[src/rtl/fetch_unit.sv]
// fetch_unit: RV32 instruction fetch with variable-latency memory handshake and IF/ID register
module fetch_unit #(
  parameter logic [31:0] RESET_PC  = 32'h00000000,
  parameter logic [31:0] NOP_INSTR = 32'h00000013
) (
  input  logic        clk,
  input  logic        reset,
  input  logic        StallF,
  input  logic        StallD,
  input  logic        FlushD,
  input  logic        PCSrcE,
  input  logic [31:0] PCTargetE,
  output logic        ImemReq,
  output logic [31:0] ImemAddr,
  input  logic        ImemReady,
  input  logic [31:0] ImemRdata,
  output logic        FetchBusyF,
  output logic [31:0] InstrD,
  output logic [31:0] PCD,
  output logic [31:0] PCPlus4D,
  output logic        ValidD
);
  typedef enum logic [1:0] {FETCH, DISCARD, HOLD} state_t;
  state_t state;
  logic [31:0] pcF, redirPC, bufWord, targetE, fetchWord;
  logic deliver;
  assign targetE    = PCTargetE & 32'hFFFFFFFC;
  assign ImemReq    = state != HOLD;
  assign ImemAddr   = pcF;
  assign FetchBusyF = (state == FETCH && !ImemReady) || state == DISCARD;
  // a redirect always suppresses delivery; a stall parks the word in HOLD instead
  assign deliver    = !PCSrcE && !StallF && ((state == FETCH && ImemReady) || state == HOLD);
  assign fetchWord  = state == HOLD ? bufWord : ImemRdata;
  always_ff @(posedge clk) begin
    if (reset) begin
      pcF     <= RESET_PC;
      state   <= FETCH;
      redirPC <= '0;
      bufWord <= '0;
    end else begin
      case (state)
        FETCH:
          if (!ImemReady) begin
            if (PCSrcE) begin
              redirPC <= targetE;
              state   <= DISCARD;
            end
          end else if (PCSrcE) pcF <= targetE;
          else if (StallF) begin
            bufWord <= ImemRdata;
            state   <= HOLD;
          end else pcF <= pcF + 32'd4;
        DISCARD:
          if (ImemReady) begin
            pcF   <= PCSrcE ? targetE : redirPC;
            state <= FETCH;
          end else if (PCSrcE) redirPC <= targetE;
        HOLD:
          if (PCSrcE) begin
            pcF   <= targetE;
            state <= FETCH;
          end else if (!StallF) begin
            pcF   <= pcF + 32'd4;
            state <= FETCH;
          end
        default: state <= FETCH;
      endcase
    end
  end
  always_ff @(posedge clk) begin
    if (reset || FlushD) begin
      InstrD   <= NOP_INSTR;
      PCD      <= '0;
      PCPlus4D <= '0;
      ValidD   <= 1'b0;
    end else if (!StallD) begin
      InstrD   <= deliver ? fetchWord : NOP_INSTR;
      PCD      <= deliver ? pcF : '0;
      PCPlus4D <= deliver ? pcF + 32'd4 : '0;
      ValidD   <= deliver;
    end
  end
endmodule

[config.mk]
export PLATFORM = sky130hd
export DESIGN_NAME = fetch_unit
export DESIGN_NICKNAME = d
export VERILOG_FILES = /design/src/rtl/fetch_unit.sv
export SDC_FILE = /design/constraint.sdc
export NUM_CORES = 1
export LEC_CHECK = 0
export CAP_MARGIN = 20
export CORE_MARGIN = 3
export CORE_UTILIZATION = 35
export DETAILED_ROUTE_END_ITERATION = 10
export HOLD_SLACK_MARGIN = 0.05
export SLEW_MARGIN = 0
export SYNTH_ARGS = -nofsm -noshare
export SYNTH_HDL_FRONTEND = slang
export SYNTH_SLANG_ARGS = --single-unit
[constraint.sdc]
create_clock -name clk -period 5.1 [get_ports clk]
set_input_delay 1.02 -clock clk [delete_from_list [all_inputs] [get_ports clk]]
set_output_delay 1.02 -clock clk [all_outputs]
set_load 0.02 [all_outputs]
## Word-level counts from Yosys, hierarchy flattened

Index checks and enable logic that the tools add are counted.

- Add/subtract/negate cells: 1
- Equality and inequality tests: 9
- Multiplexer cells: 18
- Bitwise logic cells: 2
- Reductions and logical operators: 17

Operators by type and width:

| operator | number |
|---|---|
| $mux W32 | 9 |
| $pmux W32 S3 | 1 |
| $add A32 B3 Y32 const B | 1 |
| $mux W2 | 7 |
| $ne A3 B3 Y1 const B | 4 |
| $ne A2 B2 Y1 const B | 3 |
| $pmux W2 S3 | 1 |
| $reduce_and A5 Y1 | 1 |
| $logic_and A1 B1 Y1 | 4 |
| $reduce_and A4 Y1 | 1 |
| $logic_not A1 Y1 | 3 |
| $logic_or A1 B1 Y1 | 3 |
| $reduce_and A3 Y1 | 1 |
| $reduce_bool A3 Y1 | 1 |
| $eq A2 B1 Y1 const B | 1 |
| $eq A2 B2 Y1 const B | 1 |
| $logic_not A2 Y1 | 1 |
| $not A1 Y1 | 2 |
| $reduce_and A2 Y1 | 1 |
| $reduce_or A2 Y1 | 1 |

- Bits in registers: 195
- Input port bits: 71
- Output and inout port bits: 131
- Logic and storage cells: 55

## Longest topological paths before layout

Gate-level depths: netlist of run 1.

- Depth after elaboration: 5
- Depth in mapped cells: 8
- Mapped depth without buffers: 6

## Least setup slack after synthesis of run 1

No wires, ideal clock.

- Path type: input -> register
- From: in PCSrcE
- To: reg InstrD[23]
- Setup time: 0.065 ns
- Data arrival time: 2.448 ns
- Data required time: 5.035 ns
- Path slack: 2.587 ns
- Stages: 7
- Buffers on the path: 2
- Cells stage by stage: nor2_1 > o21ai_1 > nor3_1 > clkbuf_1 > buf_2 > a22oi_1 > nor2_1

- Cells in the longest elaborated chain, start to end: 4

RTL lines:

| item | RTL line | text |
|---|---|---|
| from (decl) | 11 | `input logic PCSrcE,` |
| $logic_not A1 Y1 | 32 | `assign deliver = !PCSrcE && !StallF && ((state == FETCH && ImemReady) \|\| state == HOLD);` |
| $logic_and A1 B1 Y1 (2 in a row) | 32 |  |
| $mux W32 | 77 | `InstrD <= deliver ? fetchWord : NOP_INSTR;` |
| to (signal assigned) | 77 |  |
| to (decl) | 18 | `output logic [31:0] InstrD,` |

No other way between the ends.
A chain may end at the register's enable or synchronous reset.

## Final worst setup path of run 1

- From: in ImemReady
- To: out FetchBusyF

- Cells in the longest elaborated chain, start to end: 3

RTL lines:

| item | RTL line | text |
|---|---|---|
| from (decl) | 15 | `input logic ImemReady,` |
| $logic_not A1 Y1 | -- |  |
| $logic_and A1 B1 Y1 | 30 | `assign FetchBusyF = (state == FETCH && !ImemReady) \|\| state == DISCARD;` |
| $logic_or A1 B1 Y1 | 30 |  |
| to (decl) | 17 | `output logic FetchBusyF,` |

No other way between the ends.

==> results of run 1 <==
==> flip-flops by register name, summed over array words and instances (netlist names) <==
name,cells
ImemAddr,32
InstrD,32
PCD,32
PCPlus4D,30
ValidD,1
bufWord,32
redirPC,32
state,2
==> worst paths after layout <==
check,startpoint,endpoint,slack [ns],cells after the start
setup / recovery,ImemReady,FetchBusyF,1.74,3
hold / removal,PCPlus4D[31]$_SDFFE_PP0N_,PCPlus4D[31]$_SDFFE_PP0N_,0.45,2
setup reg to reg,ImemAddr[2]$_SDFFE_PP0P_,ImemAddr[28]$_SDFFE_PP0P_,1.97,6
hold reg to reg,PCPlus4D[31]$_SDFFE_PP0N_,PCPlus4D[31]$_SDFFE_PP0N_,0.45,2
==> power by group through the flow <==
| stage | sequential, uW | combinational (uW) | clock, uW |
|---|---|---|---|
| floorplan | 1630 | 195 | 0 |
| global placement | 1630 | 354 | 0 |
| detailed placement | 1630 | 355 | 0 |
| CTS | 1600 | 356 | 1410 |
| global route | 1610 | 390 | 1460 |
| finish | 1600 | 358 | 1380 |
==> metrics by stage <==
step	std cells	worst slack [ns]	power [uW]	instance area, sq um
3_3_place_gp	1462	1.73	1990	10500
5_1_grt	1495	1.72	3460	11100
2_1_floorplan	1031	2.59	1820	8360
6_report	1495	1.74	3340	11100
3_5_place_dp	1462	1.72	1990	10500
4_1_cts	1494	1.73	3360	11100
==> layout by cell type (no fill, tap or decap), types with 3 or more instances in the layout <==
cell type / count
nor4_1: 13
a21oi_1: 86
inv_1: 5
inv_8: 3
inv_6: 3
clkinv_8: 4
a22oi_1: 71
a211oi_1: 4
mux2i_1: 5
nor3_1: 13
dfxtp_1: 193
a31oi_1: 6
clkbuf_16: 17
nor3b_1: 4
mux2_2: 32
o22ai_1: 7
a32oi_1: 5
nand3b_1: 4
xor2_1: 8
a221o_1: 8
o21ai_0: 71
nand2_1: 198
o21ai_1: 3
and3_1: 3
clkdlybuf4s50_1: 196
nand4_1: 10
nor2_1: 108
nand3_1: 14
xnor2_1: 20
nand2b_1: 7
clkinv_4: 3
or3_1: 5
buf_4: 15
==> per-layer routing <==
metal / global-route usage, % / vias to the layer above / part of all wire, %
met5: 0 / - / 0
li1: - / 3877 / -
met1: 28.2 / 3765 / 48
met3: 4.23 / 19 / 5.9
met2: 30.7 / 242 / 45
met4: 4.34 / 0 / 1.1
==> critical path: stages <==
cell and delay [ns]:
clkdlybuf4s50_1 0.49, a21oi_1 0.18, clkdlybuf4s50_1 0.65
==> logic make-up (layout without fill, tap and decap cells) <==
| family | after synthesis | in the layout | synth area share [%] |
|---|---|---|---|
| AOI/OAI and AO/OA | 275 | 275 | 20.2 |
| xor gates and xnor gates | 28 | 28 | 2.94 |
| adders and majority gates | 1 | 1 | 0.150 |
| buffers and inverters | 100 | 251 | 4.76 |
| DFF | 193 | 193 | 46.2 |
| muxes | 37 | 37 | 4.91 |
| and+or+nand+nor | 397 | 397 | 20.8 |
==> cell type report <==
cell class              instances  area share [%]
clock buffers                  17            3.83
inverters                       5           0.169
multi-input cells             738            37.1
well taps                     313            3.52
clock inverters                15            1.65
flip-flops and latches        193            34.7
repair buffers                214            19.0
==> metrics, run 1 <==
status=completed; crit path DAT=2.34 ns; CTS Buffer Depth=2; Clock Latency Late Sink=0.45 ns; Setup violations, final=0; DRT Pass-1 Iters=5; internal power=2370 uW; chip width=161 um; Antenna Cells=0; CTS Buf Count=17; Hold Vio Cnt, Final=0; Routed WL=26,300 um; synth-to-layout area growth=33.1%; nets@finish=1,241; FF/Latch Area=3860 sq um; crit start category=primary input; clock root cell=clkbuf_16; setup TNS=0 ns; period utilization=65.8%; P_leak=0.00366 uW; clock tree sinks=193; Mapped Avg Cell Area=8.10 sq um; CTS tree=yes; DR DRC count=0; CTS HTree Levels=4; fill count=2,270; Final Wtd Congestion=0.777; Starting Density=36.2%; hold buffers post-CTS=0; RSZ-0062 raised after global routing=false; Synthesis Warnings=0; critical setup path kind=in2out; share of the yosys chip area belonging to registers=46.2%; Netlist cell types=52; minimum clock period=3.36 ns; Max Freq=0.298 GHz; part of the power in registers=47.9%; HP Class=reg2reg; Synth Net Count=1,103; IO Port Bufs=199; Peak VDD IR=0.197 mV; Final Slew Violations=0; Critical Path End Type=output pin; Post-synth EDFFs=0; Synth top area share=46.2%; GRT overflow=0; worst rel slew slack=29.4%; Max-Cap Viols=0; Post-synth ARST share=0%; Sw Pwr=963 uW; Worst Tran Pin Value=1.06 ns; count leader, synth=nand2_1; switching part of the total=28.9%; vias after detailed routing=7,903; post-CTS sizing=0; Synth area leader=dfxtp_1; die area=25,800 sq um; worst endpoint required time=4.08 ns; footprint of the multi-input gates=4120 sq um; num rows=55; vias in the first global route=7,149; Detail Placement HPWL=17,600 um; GRT Util Overall=19.8%; Post-CTS Setup Bufs=0; global-route wire length before repair=41,300 um; synthesized area=8360 sq um; Synth Register Bits=193; wire per inst=17.6 um; initial antenna violation count=0; ranking of synthesized cells by area=dfxtp_1 46%, nand2_1 8.9%, a22oi_1 6.4%; Die H=161 um; hold_ws=0.453 ns; routed vias/inst=5.29; Initial DRC Count=537; Pwr Density=300 nW/um^2; Clock Power Share=41.4%; Comb power frac=10.7%; layout cells sized above 1=7.87%; largest net degree at the start of global routing=87; Ports=202; synthesized instance count=1,031; final core utilization=48.2%; Post-DRT Antenna Nets=0; CP Max Fanout=6; Post-synth top cells=198 x nand2_1, 193 x dfxtp_1, 108 x nor2_1, 86 x a21oi_1, 80 x clkbuf_1; placeable core area=23,100 sq um; skew final=0.0203 ns; clock-pin slew on the worst setup and hold paths=0.08 ns; ys flop type=dfxtp_1
Note: power is estimated with default switching activity, not from simulation.
==> run 2: changes to the inputs <==
Clock period 5.1 ns to 3.5 ns, I/O delays scaled along.
==> metrics, run 2 (synthesis gave the netlist of run 1 again) <==
period utilization=78.6%; cell area after layout=11,200 sq um (+0.73%); crit start category=primary input; Final Wtd Congestion=0.829 (+6.7%); highest-count cells in the layout ignoring fill and taps=198 x nand2_1, 196 x clkdlybuf4s50_1, 193 x dfxtp_1, 108 x nor2_1, 86 x a21oi_1; Routed WL=26,500 um (+0.57%); Antenna Cells=0 (unchanged); switching part of the total=27.6% (-1.3 points); Post-DRT Antenna Nets=0 (unchanged); skew final=0.0107 ns (-0.00960 ns); Die H=161 um (unchanged); CTS tree=yes; status=completed; Setup violations, final=0 (unchanged); placeable core area=23,100 sq um (unchanged); layout cells sized above 1=8.64% (+0.77 points); nets@finish=1,251 (+0.81%); Peak VDD IR=0.247 mV (+26%); num rows=55 (unchanged); fill count=2,264 (-0.26%); Initial DRC Count=672 (+25%); minimum clock period=2.75 ns; area of placed instances=10,600 sq um (+0.91%); Clock Power Share=41.6% (+0.2 points); setup ws final=0.750 ns (-0.993 ns); clock tree sinks=193 (unchanged); commonest non-fill, non-tap cell in the layout=nand2_1; IO Port Bufs=199 (unchanged); worst rel slew slack=35.6% (+6.2 points); P_leak=0.00371 uW (+1.4%); Crit-path slowest cell=clkdlybuf4s50_1; synth-to-layout area growth=34.1%; Clock Latency Late Sink=0.43 ns (-0.02 ns); CP Max Fanout=6 (unchanged); Hold Vio Cnt, Final=0 (unchanged); clock root cell=clkbuf_16; internal power=3540 uW (+49%); Critical Path End Type=output pin; hold buffers post-CTS=0 (unchanged); vias after detailed routing=7,922 (+0.24%); Final Slew Violations=0 (unchanged); Buf+Inv Stages, Crit Path=2 (unchanged); chip width=161 um (unchanged); critical setup path kind=in2out; setup TNS=0 ns (unchanged); worst endpoint required time=2.80 ns (-1.28 ns); CP delay by family, top=buffers and inverters; Worst Tran Pin Value=0.966 ns (-0.0931 ns); Comb power frac=11.0% (+0.3 points); Max Freq=0.364 GHz; RSZ-0062 raised after global routing=false; slowest stage delay, CP=0.63 ns (-0.02 ns); CTS HTree Levels=4 (unchanged); clock-pin slew on the worst setup and hold paths=0.07 ns (about the same); placed instance count=1,473 (+0.75%); DR DRC count=0 (unchanged); part of the power in registers=47.4% (-0.5 points); crit path DAT=2.05 ns (-0.29 ns); Max-Cap Viols=0 (unchanged); CTS Buf Count=17 (unchanged); CTS Buffer Depth=2 (unchanged); routed vias/inst=5.26 (-0.43%); HP Class=reg2reg; GRT overflow=0 (unchanged); Starting Density=36.2% (unchanged); GRT Util Overall=20.1% (+0.30 points); final non-filler cell total=1,505 (+0.67%); global-route wire length before repair=41,800 um (+1.2%); Place WS=0.522 ns (-1.20 ns); DRT Pass-1 Iters=5 (unchanged); vias in the first global route=7,284 (+1.9%); die area=25,800 sq um (unchanged); Ports=202 (unchanged); Post-CTS Setup Bufs=0 (unchanged); Pwr Density=437 nW/um^2 (+45%); wire per inst=17.6 um (about the same); Sw Pwr=1350 uW (+40%); initial antenna violation count=0 (unchanged); CP Cell Sequence=clkdlybuf4s50_1 -> a21oi_1 -> clkdlybuf4s50_1; CP most frequent cell=clkdlybuf4s50_1; post-CTS sizing=0 (unchanged); Detail Placement HPWL=17,900 um (+1.4%); largest net degree at the start of global routing=70 (-20%)
## run 2: cell type report
type                       count  area, sq um  area share [%]
tap                          313          392            3.50
timing repair buffer         224         2180            19.5
inverter                       5         18.8           0.168
sequential                   193         3860            34.5
clock buffer                  18          439            3.92
clock inverter                14          184            1.64
multi-input combinational    738         4120            36.8
## run 2: routing by layer
layer	vias to the layer above	GRT usage [%]	share of wire, %
met4	0	4.81	1.6
met1	3749	28.5	47
met5	-	0	0
li1	3890	-	-
met3	28	4.13	5.4
met2	255	31.3	46
## run 2: worst min-delay path, delay by kind of cell (launching register included)
kind / cells / cell delay (ns)
DFF: 1 / 0.31
and+or+nand+nor: 1 / 0.05
AOI/OAI and AO/OA: 1 / 0.05
## run 2: path summary, 6_finish.rpt
| path | from | to | slack, ns | cells after the start |
|---|---|---|---|---|
| min | PCPlus4D[27]$_SDFFE_PP0N_ | PCPlus4D[27]$_SDFFE_PP0N_ | 0.45 | 2 |
| min reg2reg | PCPlus4D[27]$_SDFFE_PP0N_ | PCPlus4D[27]$_SDFFE_PP0N_ | 0.45 | 2 |
| max reg2reg | ImemAddr[3]$_SDFFE_PP0P_ | ImemAddr[28]$_SDFFE_PP0P_ | 0.80 | 7 |
| max | ImemReady | FetchBusyF | 0.75 | 3 |
## run 2: metrics by stage
| step | total power (uW) | utilization, % | hold slack [ns] |
|---|---|---|---|
| 6_report | 4890 | 48.6 | 0.446 |
| 5_1_grt | 5090 | 48.6 | 0.470 |
| 4_1_cts | 4930 | 48.6 | 0.452 |
| 3_5_place_dp | 2910 | 45.9 | 0.442 |
| 3_3_place_gp | 2900 | 45.9 | 0.435 |
| 2_1_floorplan | 2650 | - | 0.432 |
## run 2: power groups by stage
| stage | Combinational [uW] | Clock [uW] | Sequential, uW |
|---|---|---|---|
| 4_1_cts | 539 | 2070 | 2320 |
| 5_1_grt | 586 | 2180 | 2330 |
| 3_5_place_dp | 536 | 0 | 2370 |
| 3_3_place_gp | 533 | 0 | 2370 |
| 6_report | 536 | 2030 | 2320 |
| 2_1_floorplan | 284 | 0 | 2370 |
==> run 3: changes to the inputs <==
Clock period 3.5 ns to 2.8 ns, I/O delays scaled along.
==> metrics, run 3 (synthesis gave the netlist of run 1 again) <==
Post-CTS Setup Bufs=0 (unchanged); CTS HTree Levels=4 (unchanged); Setup violations, final=0 (unchanged); CP Cell Sequence=clkdlybuf4s50_1 -> a21oi_1 -> clkdlybuf4s50_1; Comb power frac=11.8% (+0.8 points); status=completed; r2r worst-path depth=5 (-2); Hold Vio Cnt, Final=0 (unchanged); Post-DRT Antenna Nets=0 (unchanged); post-CTS sizing=0 (unchanged); slowest stage delay, CP=0.62 ns (about the same); CTS Buffer Depth=2 (unchanged); Detail Placement HPWL=18,300 um (+2.3%); WHS Endpoint=InstrD[1]$_SDFFE_PP1N_; Routed WL=26,800 um (+1.1%); skew final=0.0129 ns (+0.00219 ns); Final Slew Violations=0 (unchanged); FF-to-FF setup slack=0.41 ns (-0.39 ns); clock-pin slew on the worst setup and hold paths=0.08 ns (about the same); met2 WL=12,200 um (+0.94%); chip width=161 um (unchanged); Max Freq=0.404 GHz; highest-count cells in the layout ignoring fill and taps=198 x nand2_1, 196 x clkdlybuf4s50_1, 193 x dfxtp_1, 108 x nor2_1, 86 x a21oi_1; period utilization=88.5%; worst rel slew slack=47.9% (+12 points); minimum clock period=2.48 ns; total power=6090 uW (+25%); layout cells sized above 1=10.1% (+1.5 points); num rows=55 (unchanged); wire per inst=17.5 um (-0.25%); synth-to-layout area growth=35.9%; HP Class=in2reg; fill count=2,278 (+0.62%); Max-Cap Viols=0 (unchanged); Crit-path slowest cell=clkdlybuf4s50_1; RSZ-0062 raised after global routing=false; WL met1=12,700 um (+1.2%); Worst Tran Pin Value=0.774 ns (-0.192 ns); Initial DRC Count=636 (-5.4%); setup TNS=0 ns (unchanged); hold depth=3 (+1); final core utilization=49.2% (+0.66 points); P_leak=0.00381 uW (+2.8%); Starting Density=36.2% (unchanged); global-route wire length before repair=41,900 um (+0.38%); CP delay by family, top=buffers and inverters; nets@finish=1,271 (+1.6%); critical hold path startpoint=reset; clock tree sinks=193 (unchanged); hold buffers post-CTS=0 (unchanged); DR top layer=met4; footprint of the multi-input gates=4120 sq um (unchanged); Sw Pwr=1740 uW (+29%); Die H=161 um (unchanged); CP most frequent cell=clkdlybuf4s50_1; Ports=202 (unchanged); Final Wtd Congestion=0.827 (-0.23%); DR DRC count=0 (unchanged); vias in the first global route=7,348 (+0.88%); critical setup path kind=in2out; Pwr Density=536 nW/um^2 (+23%); initial antenna violation count=0 (unchanged); CTS tree=yes; CP Max Fanout=6 (unchanged); FF/Latch Area=3860 sq um (unchanged); die area=25,800 sq um (unchanged); IO Port Bufs=199 (unchanged); RR Startpoint=ImemAddr[7]$_SDFFE_PP0P_; crit start category=primary input; part of the power in registers=47.3% (about the same); Peak VDD IR=0.360 mV (+45%); DRT Pass-1 Iters=5 (unchanged); clock root cell=clkbuf_16; largest net degree at the start of global routing=70 (unchanged); commonest non-fill, non-tap cell in the layout=nand2_1; metal3 WL=1560 um (+8.8%); placeable core area=23,100 sq um (unchanged); GRT Util Overall=20.2% (+0.14 points); crit path DAT=1.92 ns (-0.13 ns); Clock Power Share=40.9% (-0.7 points); vias after detailed routing=7,897 (-0.32%); Critical Path End Type=output pin; CTS Buf Count=17 (unchanged); worst endpoint required time=2.24 ns (-0.56 ns); routed vias/inst=5.18 (-1.6%); Buf+Inv Stages, Crit Path=2 (unchanged); RR Endpoint=ImemAddr[20]$_SDFFE_PP0P_; internal power=4350 uW (+23%); Antenna Cells=0 (unchanged); Clock Latency Late Sink=0.44 ns (about the same); GRT overflow=0 (unchanged); switching part of the total=28.6% (+0.97 points); hold_ws=0.420 ns (-0.0263 ns)
==> run 3: cell types whose count changed in the layout (fill, tap and decap cells not counted) <==
cell,delta
buf_12,+1
buf_4,+19
bufinv_16,-1
clkbuf_8,-1
clkinv_2,+1
clkinv_8,+2
inv_6,-3
inv_8,+2
==> run 3: final cells by class <==
cell class	count	share of cell area [%]
clock buffers	17	3.75
flip-flops and latches	193	34.0
well taps	313	3.45
multi-input cells	738	36.3
repair buffers	244	20.6
inverters	5	0.165
clock inverters	15	1.65
==> run 3: how the worst max path moves through the flow <==
stage	startpoint	endpoint	slack, ns	cells after the start
2_1_floorplan	ImemAddr[2]$_SDFFE_PP0P_	ImemAddr[28]$_SDFFE_PP0P_	0.44	6
3_3_place_gp	ImemReady	ImemAddr[20]$_SDFFE_PP0P_	0.25	5
3_5_place_dp	ImemReady	ImemAddr[20]$_SDFFE_PP0P_	0.26	5
4_1_cts	ImemReady	FetchBusyF	0.32	3
5_1_grt	ImemAddr[7]$_SDFFE_PP0P_	ImemAddr[20]$_SDFFE_PP0P_	0.25	5
6_report	ImemReady	FetchBusyF	0.32	3
==> run 3: per-layer routing <==
| metal | track usage (%) | up-vias |
|---|---|---|
| li1 | - | 3927 |
| met5 | 0 | - |
| met4 | 4.77 | 0 |
| met1 | 28.5 | 3699 |
| met2 | 31.7 | 250 |
| met3 | 4.18 | 21 |
==> run 3: through the flow <==
| step | area (sq um) | worst slack, ns | instances |
|---|---|---|---|
| floorplan | 8360 | 0.444 | 1031 |
| global placement | 10700 | 0.251 | 1493 |
| detailed placement | 10700 | 0.256 | 1493 |
| CTS | 11400 | 0.319 | 1525 |
| global route | 11400 | 0.249 | 1525 |
| finish | 11400 | 0.323 | 1525 |
==> run 3: power by group through the flow <==
stage	sequential (uW)	clock (uW)	combinational, uW
3_5_place_dp	2940	0	717
2_1_floorplan	2960	0	354
5_1_grt	2890	2650	781
4_1_cts	2880	2540	721
3_3_place_gp	2940	0	715
6_report	2880	2490	718
==> run 3: worst reg2reg max path: stages, from the launching register on <==
cell     delay, ns
dfxtp_1       0.55
nand4_1       0.35
nor4_2        0.46
nand3_1       0.25
or4_1         0.54
a31oi_1       0.16
